[src/rtl/tree_leaf_pkg.sv]
// Shared types and defaults for the leaf stage of the generated module trees.
// The entry type matches the default widths; the top declares its own entry type for other widths.
package tree_leaf_pkg;

   localparam int DATA_W_DEF = 8;
   localparam int SEQ_W_DEF  = 8;

   typedef struct packed {
      logic [DATA_W_DEF-1:0] data;
      logic [SEQ_W_DEF-1:0]  seq;
   } leaf_entry_t;

   // One extra bit lets a full FIFO be told apart from an empty one.
   function automatic int occ_w(input int depth);
      return $clog2(depth) + 1;
   endfunction

endpackage

[src/rtl/tree_leaf_fifo.sv]
// Generic synchronous FIFO with flush. dout shows the head entry; when empty it holds the
// last popped entry (zero after reset or clear).
module tree_leaf_fifo
   import tree_leaf_pkg::*;
#(
   parameter int W     = 16,
   parameter int DEPTH = 4
) (
   input  logic         clk,
   input  logic         rst,
   input  logic         clear,
   input  logic         push,
   input  logic         pop,
   input  logic [W-1:0] din,
   output logic [W-1:0] dout,
   output logic         full,
   output logic         empty
);

   localparam int AW = $clog2(DEPTH);
   localparam int OW = occ_w(DEPTH);

   logic [W-1:0]  mem_q [DEPTH];
   logic [AW-1:0] wr_ptr_q, rd_ptr_q;
   logic [OW-1:0] occ_q, occ_d;
   logic [W-1:0]  last_q;
   logic          do_push, do_pop;

   assign full    = (occ_q == OW'(DEPTH));
   assign empty   = (occ_q == '0);
   assign do_push = push & ~full & ~clear;
   assign do_pop  = pop & ~empty & ~clear;
   assign dout    = empty ? last_q : mem_q[rd_ptr_q];

   always_comb begin
      occ_d = occ_q;
      if (clear)                occ_d = '0;
      else if (do_push & ~do_pop) occ_d = occ_q + OW'(1);
      else if (do_pop & ~do_push) occ_d = occ_q - OW'(1);
   end

   always_ff @(posedge clk or posedge rst) begin
      if (rst) begin
         wr_ptr_q <= '0;
         rd_ptr_q <= '0;
         occ_q    <= '0;
         last_q   <= '0;
      end else begin
         occ_q <= occ_d;
         if (clear) begin
            wr_ptr_q <= '0;
            rd_ptr_q <= '0;
            last_q   <= '0;
         end else begin
            if (do_push) wr_ptr_q <= wr_ptr_q + AW'(1);
            if (do_pop) begin
               rd_ptr_q <= rd_ptr_q + AW'(1);
               last_q   <= mem_q[rd_ptr_q];
            end
         end
      end
   end

   // Storage needs no reset: it is only read through dout while occupied.
   always_ff @(posedge clk) begin
      if (do_push) mem_q[wr_ptr_q] <= din;
   end

endmodule

[src/rtl/tree_leaf_stage.sv]
// Leaf stage: buffers a valid/ready byte stream, stamps each beat with leaf ID and sequence
// number at enqueue, and counts delivered beats with a sticky saturation flag.
module tree_leaf_stage
   import tree_leaf_pkg::*;
#(
   parameter int DATA_W  = DATA_W_DEF,
   parameter int DEPTH   = 4,
   parameter int LEAF_ID = 0,
   parameter int ID_W    = 4,
   parameter int SEQ_W   = SEQ_W_DEF,
   parameter int CNT_W   = 16
) (
   input  logic              clk,
   input  logic              rst,
   input  logic              clear,
   input  logic              in_valid,
   output logic              in_ready,
   input  logic [DATA_W-1:0] in_data,
   output logic              out_valid,
   input  logic              out_ready,
   output logic [DATA_W-1:0] out_data,
   output logic [ID_W-1:0]   out_leaf_id,
   output logic [SEQ_W-1:0]  out_seq,
   output logic [CNT_W-1:0]  beat_count,
   output logic              count_sat
);

   typedef struct packed {
      logic [DATA_W-1:0] data;
      logic [SEQ_W-1:0]  seq;
   } entry_t;

   entry_t           wr_entry, rd_entry;
   logic             full, empty, push, pop;
   logic [SEQ_W-1:0] seq_q, seq_d;
   logic [CNT_W-1:0] cnt_q, cnt_d;
   logic             sat_q, sat_d;

   // Ready depends only on registered occupancy, so no comb path from out_ready.
   assign in_ready = ~full;
   assign out_valid = ~empty;
   assign push = in_valid & in_ready & ~clear;
   assign pop  = out_valid & out_ready & ~clear;

   assign wr_entry.data = in_data;
   assign wr_entry.seq  = seq_q;

   tree_leaf_fifo #(
      .W     (DATA_W + SEQ_W),
      .DEPTH (DEPTH)
   ) u_fifo (
      .clk   (clk),
      .rst   (rst),
      .clear (clear),
      .push  (push),
      .pop   (pop),
      .din   (wr_entry),
      .dout  (rd_entry),
      .full  (full),
      .empty (empty)
   );

   assign out_data    = rd_entry.data;
   assign out_seq     = rd_entry.seq;
   assign out_leaf_id = ID_W'(LEAF_ID);
   assign beat_count  = cnt_q;
   assign count_sat   = sat_q;

   always_comb begin
      seq_d = seq_q;
      cnt_d = cnt_q;
      sat_d = sat_q;
      if (clear) begin
         seq_d = '0;
         cnt_d = '0;
         sat_d = 1'b0;
      end else begin
         if (push) seq_d = seq_q + SEQ_W'(1);
         if (pop && (cnt_q != '1)) cnt_d = cnt_q + CNT_W'(1);
         sat_d = sat_q | (&cnt_d);
      end
   end

   always_ff @(posedge clk or posedge rst) begin
      if (rst) begin
         seq_q <= '0;
         cnt_q <= '0;
         sat_q <= 1'b0;
      end else begin
         seq_q <= seq_d;
         cnt_q <= cnt_d;
         sat_q <= sat_d;
      end
   end

endmodule
[config.mk]
export PLATFORM = sky130hd
export DESIGN_NAME = tree_leaf_stage
export DESIGN_NICKNAME = d
export VERILOG_FILES = /design/src/rtl/tree_leaf_pkg.sv /design/src/rtl/tree_leaf_fifo.sv /design/src/rtl/tree_leaf_stage.sv
export SDC_FILE = /design/constraint.sdc
export NUM_CORES = 1
export LEC_CHECK = 0
export ABC_AREA = 1
export CELL_PAD_IN_SITES_DETAIL_PLACEMENT = 1
export CELL_PAD_IN_SITES_GLOBAL_PLACEMENT = 1
export CORE_MARGIN = 2
export CORE_UTILIZATION = 44
export CTS_CLUSTER_DIAMETER = 40
export CTS_CLUSTER_SIZE = 40
export DETAILED_ROUTE_END_ITERATION = 7
export GPL_TIMING_DRIVEN = 0
export PLACE_DENSITY_LB_ADDON = 0.1
export SYNTH_ARGS = -nofsm -noshare
export SYNTH_HDL_FRONTEND = slang
export SYNTH_SLANG_ARGS = --single-unit
[constraint.sdc]
create_clock -name clk -period 2.6 [get_ports clk]
set_input_delay 0.52 -clock clk [delete_from_list [all_inputs] [get_ports clk]]
set_output_delay 0.52 -clock clk [all_outputs]
set_load 0.02 [all_outputs]
Word-level counts from Yosys, hierarchy flattened:

Memories as Yosys holds them, arrays and structs flattened.
Cells that the tools add are included.

* output and inout bits: 39
* memories kept: 1
* word-level logic and storage cells: 57
* bits in writable memories: 64
* bits in registers: 48
* input port bits: 13

Memories
* u_fifo.mem_q: words 4, width 16, read ports 1, clocked after memory_dff 0, write ports 1, RTL line tree_leaf_fifo.sv:23 `logic [W-1:0] mem_q [DEPTH];`

* mux-type cells: 18
* equality and inequality tests: 2
* reductions and logical operators: 7
* bitwise operators: 16
* add/sub/neg operators: 6

Operators by type and width (number)
* $mux W16: 6
* $add A16 B1 Y16 const B: 1
* $mux W8: 2
* $ne A16 B16 Y1 const B: 1
* $reduce_and A16 Y1: 1
* $and A1 B1 Y1: 10
* $mux W3: 3
* $add A8 B1 Y8 const B: 1
* $mux W2: 4
* $reduce_bool A2 Y1: 3
* $not A1 Y1: 5
* $add A2 B1 Y2 const B: 2
* $add A3 B1 Y3 const B: 1
* $eq A3 B3 Y1 const B: 1
* $logic_not A3 Y1: 1
* $mux W1: 3
* $reduce_bool A3 Y1: 1
* $sub A3 B1 Y3 const B: 1
* $logic_and A1 B1 Y1: 1
* $or A1 B1 Y1: 1

Longest topological paths before layout:

* depth after elaboration: 11
* depth in mapped cells: 14
* gate-level depth less buffers: 13

By module:

A second synthesis with hierarchy kept.

* cells, all modules: 578
* area total of the unflattened synthesis: 5377.7 um^2

Modules (own cells, without submodules)
* tree_leaf_fifo: times used 1, cells each 328, area each 3701.0 um^2
* tree_leaf_stage: times used 1, cells each 250, area each 1676.6 um^2

Worst setup path before layout:

OpenSTA, ideal clock, no wires.

* path type: reg-to-reg
* from: register u_fifo.occ_q[0]
* to: memory u_fifo.mem_q[0][0], enable pin
* data arrival time: 1.801 ns
* clock period less this slack: 2.190 ns
* data required time: 2.211 ns
* buffers on the path: 0
* stages on the path, launching flop included: 7
* path slack: 0.410 ns
* library setup time: 0.389 ns
* path through: dfrtp_1 nor2_2 nand2_1 nand2_1 nor2_1 inv_1 nor2_1

* cells in the longest elaborated chain, start to end: 8

RTL lines
* start: declaration: RTL line tree_leaf_fifo.sv:25 `logic [OW-1:0] occ_q, occ_d;`
* start signal: assignment: RTL line tree_leaf_fifo.sv:46 `occ_q <= '0;`
* start signal: assignment: RTL line tree_leaf_fifo.sv:49 `occ_q <= occ_d;`
* $eq A3 B3 Y1 (*): RTL line tree_leaf_fifo.sv:29 `assign full = (occ_q == OW'(DEPTH));`
* $not A1 Y1 (*): RTL line tree_leaf_stage.sv:40 `assign in_ready = ~full;`
* named net in_ready: RTL line tree_leaf_stage.sv:17 `output logic in_ready,`
* $and A1 B1 Y1 (2 in a row): RTL line tree_leaf_stage.sv:42 `assign push = in_valid & in_ready & ~clear;`
* $and A1 B1 Y1 (*) (2 in a row): RTL line tree_leaf_fifo.sv:31 `assign do_push = push & ~full & ~clear;`
* $mux W1 (*): RTL line tree_leaf_fifo.sv:66 `if (do_push) mem_q[wr_ptr_q] <= din;`
* $mux W1 (implied by the code) (*): RTL line tree_leaf_fifo.sv:66
* end: declaration: RTL line tree_leaf_fifo.sv:23

The timed path passes the listed nets; every way through them passes the cells marked *.

Final worst setup path:

* from: register u_fifo.rd_ptr_q[0]
* to: output out_seq[6]

* cells in the longest elaborated chain, start to end: 2

RTL lines
* start: declaration: RTL line tree_leaf_fifo.sv:24 `logic [AW-1:0] wr_ptr_q, rd_ptr_q;`
* start signal: assignment: RTL line tree_leaf_fifo.sv:57 `rd_ptr_q <= rd_ptr_q + AW'(1);`
* $mem_v2 Z4 W16
* $mux W16: RTL line tree_leaf_fifo.sv:33 `assign dout = empty ? last_q : mem_q[rd_ptr_q];`
* end: declaration: RTL line tree_leaf_stage.sv:23 `output logic [SEQ_W-1:0] out_seq,`

No other way between the ends.

==> flow_summary_export.csv <==
group,metric,value,unit
global_route,grtUsageTotal,23.95,%
yosys,synth-edff-count,64,
sta,whs,0.5218,ns
worst_setup_path,critPathLaunchType,"register",
sta,worst_slew_pin_slew,0.5767,ns
yosys,yosysWarnings,0,
run_status,status,"finished clean",
layout,layout_common_cells,"nand2_1, nor2_1, o21ai_0, edfxtp_1, inv_1",
worst_setup_path,end_kind,"primary output",
place,dp.cells,748,
power,total_power,5.697,mW
floorplan,core_area,11470,um^2
cts,clock_latency,0.36,ns
sta,layout_min_cycle_time,2.515,ns
routing,drtIter0Drc,288,
routing,antenna_left,0,
layout,finalNonFillerCells,769,
routing,drc,0,
sta,final_hold_viol_count,0,
worst_setup_path,worst-endpoint-arrival,2.00,ns
routing,wl,14.56,mm
floorplan,rows,39,
hold_path,min_path_type,"reg2reg",
yosys,synth_area,5190,um^2
floorplan,die_w,112.6,um
yosys,synth.distinct_cells,33,
cts,root_buffer,"clkbuf_16",
global_route,grt_pass1_wl,23.22,mm
cts,cts.clk_slew.worst_paths,0.08,ns
worst_setup_path,cp.required,2.08,ns
sta,timing.slew.headroom,61.50,%
power,p_leak,2.555,nW
sta,fmax,0.3975,GHz
sta,fin_crit_sh,96.75,%
layout,num_antenna_cells,0,
floorplan,dieHeight,112.6,um
cts,cts_tree,"yes",
yosys,yosysTopAreaCell,"edfxtp_1",
yosys,yosysSeqAreaShare,60.17,%
yosys,synth_flop_cell,"edfxtp_1",
global_route,grt_max_degree,26,
floorplan,pin_count,52,
layout,finish.net_count,641,
cts,cts.sinks,112,
global_route,grt_pass1_vias,4382,
floorplan,start_util,45.26,%
power,peakVddDrop,0.5367,mV
floorplan,die_area,12680,um^2
layout,synthToLayoutAreaGrowth,22.11,%
yosys,postSynthAreaPerCell,9.419,um^2
layout,n_fill_cell,1327,
place,place_congestion,0.8049,
routing,vias,4101,
place,portBuffers,47,
yosys,synth_seq_cells,112,
routing,wl_per_cell,18.94,um
global_route,grt_antenna_before_repair,0,
global_route,grt_remaining_overflow,0,
sta,rsz0062_at_grt,"true",
yosys,synthCells,551,
place,place_hpwl,10.13,mm
sta,setup_violations,0,
sta,tns,0,ns
worst_setup_path,critPathKind,"reg2out",
layout,layout.cells.most_common,"nand2_1",
cts,max-clock-path-buffers,2,
routing,firstDrtPassIters,4,
cts,cts_buffers,9,
layout,drive_gt1_share,15.18,%
yosys,synth_top_area_share,37.03,%
sta,slew_viol_final,0,
worst_setup_path,critical_path.max_fanout,10,
yosys,netlist_top_cells_area,"edfxtp_1, dfrtp_1, nand2_1",
layout,final_core_util,55.26,%
power,powerDensity,898.9,nW/um^2
routing,viasPerCell,5.333,
sta,fin_skew,0.006854,ns
cts,htreeDepth,3,
job,cap_violations,0,
yosys,synthArstFlopShare,42.86,%
-- flip-flops by register name, summed over array words and instances (netlist names) --
register,flops
u_fifo.rd_ptr_q,2
u_fifo.mem_q,64
count_sat,1
beat_count,16
u_fifo.last_q,16
seq_q,8
u_fifo.occ_q,3
u_fifo.wr_ptr_q,2
-- critical path, stage by stage (launching register included) --
cell and delay (ns):
dfrtp_1 0.45, inv_2 0.15, buf_4 0.21, nor2_1 0.07
o22ai_2 0.24, nand2_1 0.08, o21ai_0 0.08, dlygate4sd2_1 0.35
-- per-layer routing --
| layer | routed length (um) | vias up | GRT usage (%) | part of all wire, % |
|---|---|---|---|---|
| li1 | - | 1963 | - | - |
| met1 | 6777 | 2043 | 33.40 | 47 |
| met2 | 6906 | 85 | 38.24 | 47 |
| met3 | 749 | 10 | 5.400 | 5.1 |
| met4 | 127 | 0 | 6.098 | 0.87 |
| met5 | 0 | - | 0 | 0 |
-- report_power, final --
group / total (mW) / switching [mW] / leakage, nW / internal (mW)
Sequential: 2.23 / 0.149 / 1.23 / 2.09
Combinational: 2.06 / 1.37 / 1.18 / 0.691
Clock: 1.40 / 0.715 / 0.147 / 0.684
-- final cells by class --
cell class | instances | area (um^2) | share of cell area [%]
buffer | 23 | 157.7 | 2.488
clock buffer | 9 | 225.2 | 3.554
clock inverter | 7 | 68.82 | 1.086
inverter | 55 | 215.2 | 3.396
multi-input combinational | 363 | 1847 | 29.14
sequential | 112 | 3124 | 49.30
tap | 143 | 178.9 | 2.823
timing repair buffer | 56 | 515.5 | 8.134
timing repair inverter | 1 | 5.005 | 0.07897
-- cell families (layout without fill, tap and decap cells) --
family	Yosys count	after routing	synth area share (%)
flops	112	112	60.17
xor+xnor	7	7	1.181
compound gates	107	107	11.04
fa+ha+maj	7	7	1.832
simple gates	238	238	19.24
buf+inv	79	151	6.461
other cells	1	4	0.07225
-- synth_stat cells, drive strengths merged, types with 7 or more instances --
cell type	n
buf	9
edfxtp	64
dfrtp	48
nand3	11
inv	54
o21ai	78
nor2	89
nand2	126
clkbuf	15
nand4	7
a21oi	9
o22ai	18
-- what timing repair did --
item	4_1_cts	5_1_grt
pin swaps	1	1
setup buffers	0	5
resized for setup	55	49
setup endpoints to repair	63	29
gates cloned	0	1
hold buffers	0	0
-- worst paths after layout --
path                                                      from                            to  slack [ns]  depth (start not counted)
worst min-delay path               u_fifo.occ_q[0]$_DFFE_PP0P_   u_fifo.occ_q[0]$_DFFE_PP0P_        0.52                          1
worst max register to register     u_fifo.occ_q[0]$_DFFE_PP0P_  u_fifo.mem_q[1][5]$_DFFE_PP_        0.17                          7
worst min register to register     u_fifo.occ_q[0]$_DFFE_PP0P_   u_fifo.occ_q[0]$_DFFE_PP0P_        0.52                          1
max in group asynchronous                                  rst          seq_q[4]$_DFFE_PP0P_        1.51                          3
worst max-delay path            u_fifo.rd_ptr_q[0]$_DFFE_PP0P_                    out_seq[6]        0.08                          7
min in group asynchronous                                  rst   u_fifo.occ_q[1]$_DFFE_PP0P_        0.54                          2
-- metrics by stage --
stage	worst slack, ns	instance area (um^2)
CTS	-0.06659	6311
global route	-0.02330	6337
detailed placement	-0.5867	5926
finish	0.08453	6337
floorplan	0.4102	5201
global placement	-0.9885	5851
(Power assumes the default switching activity.)
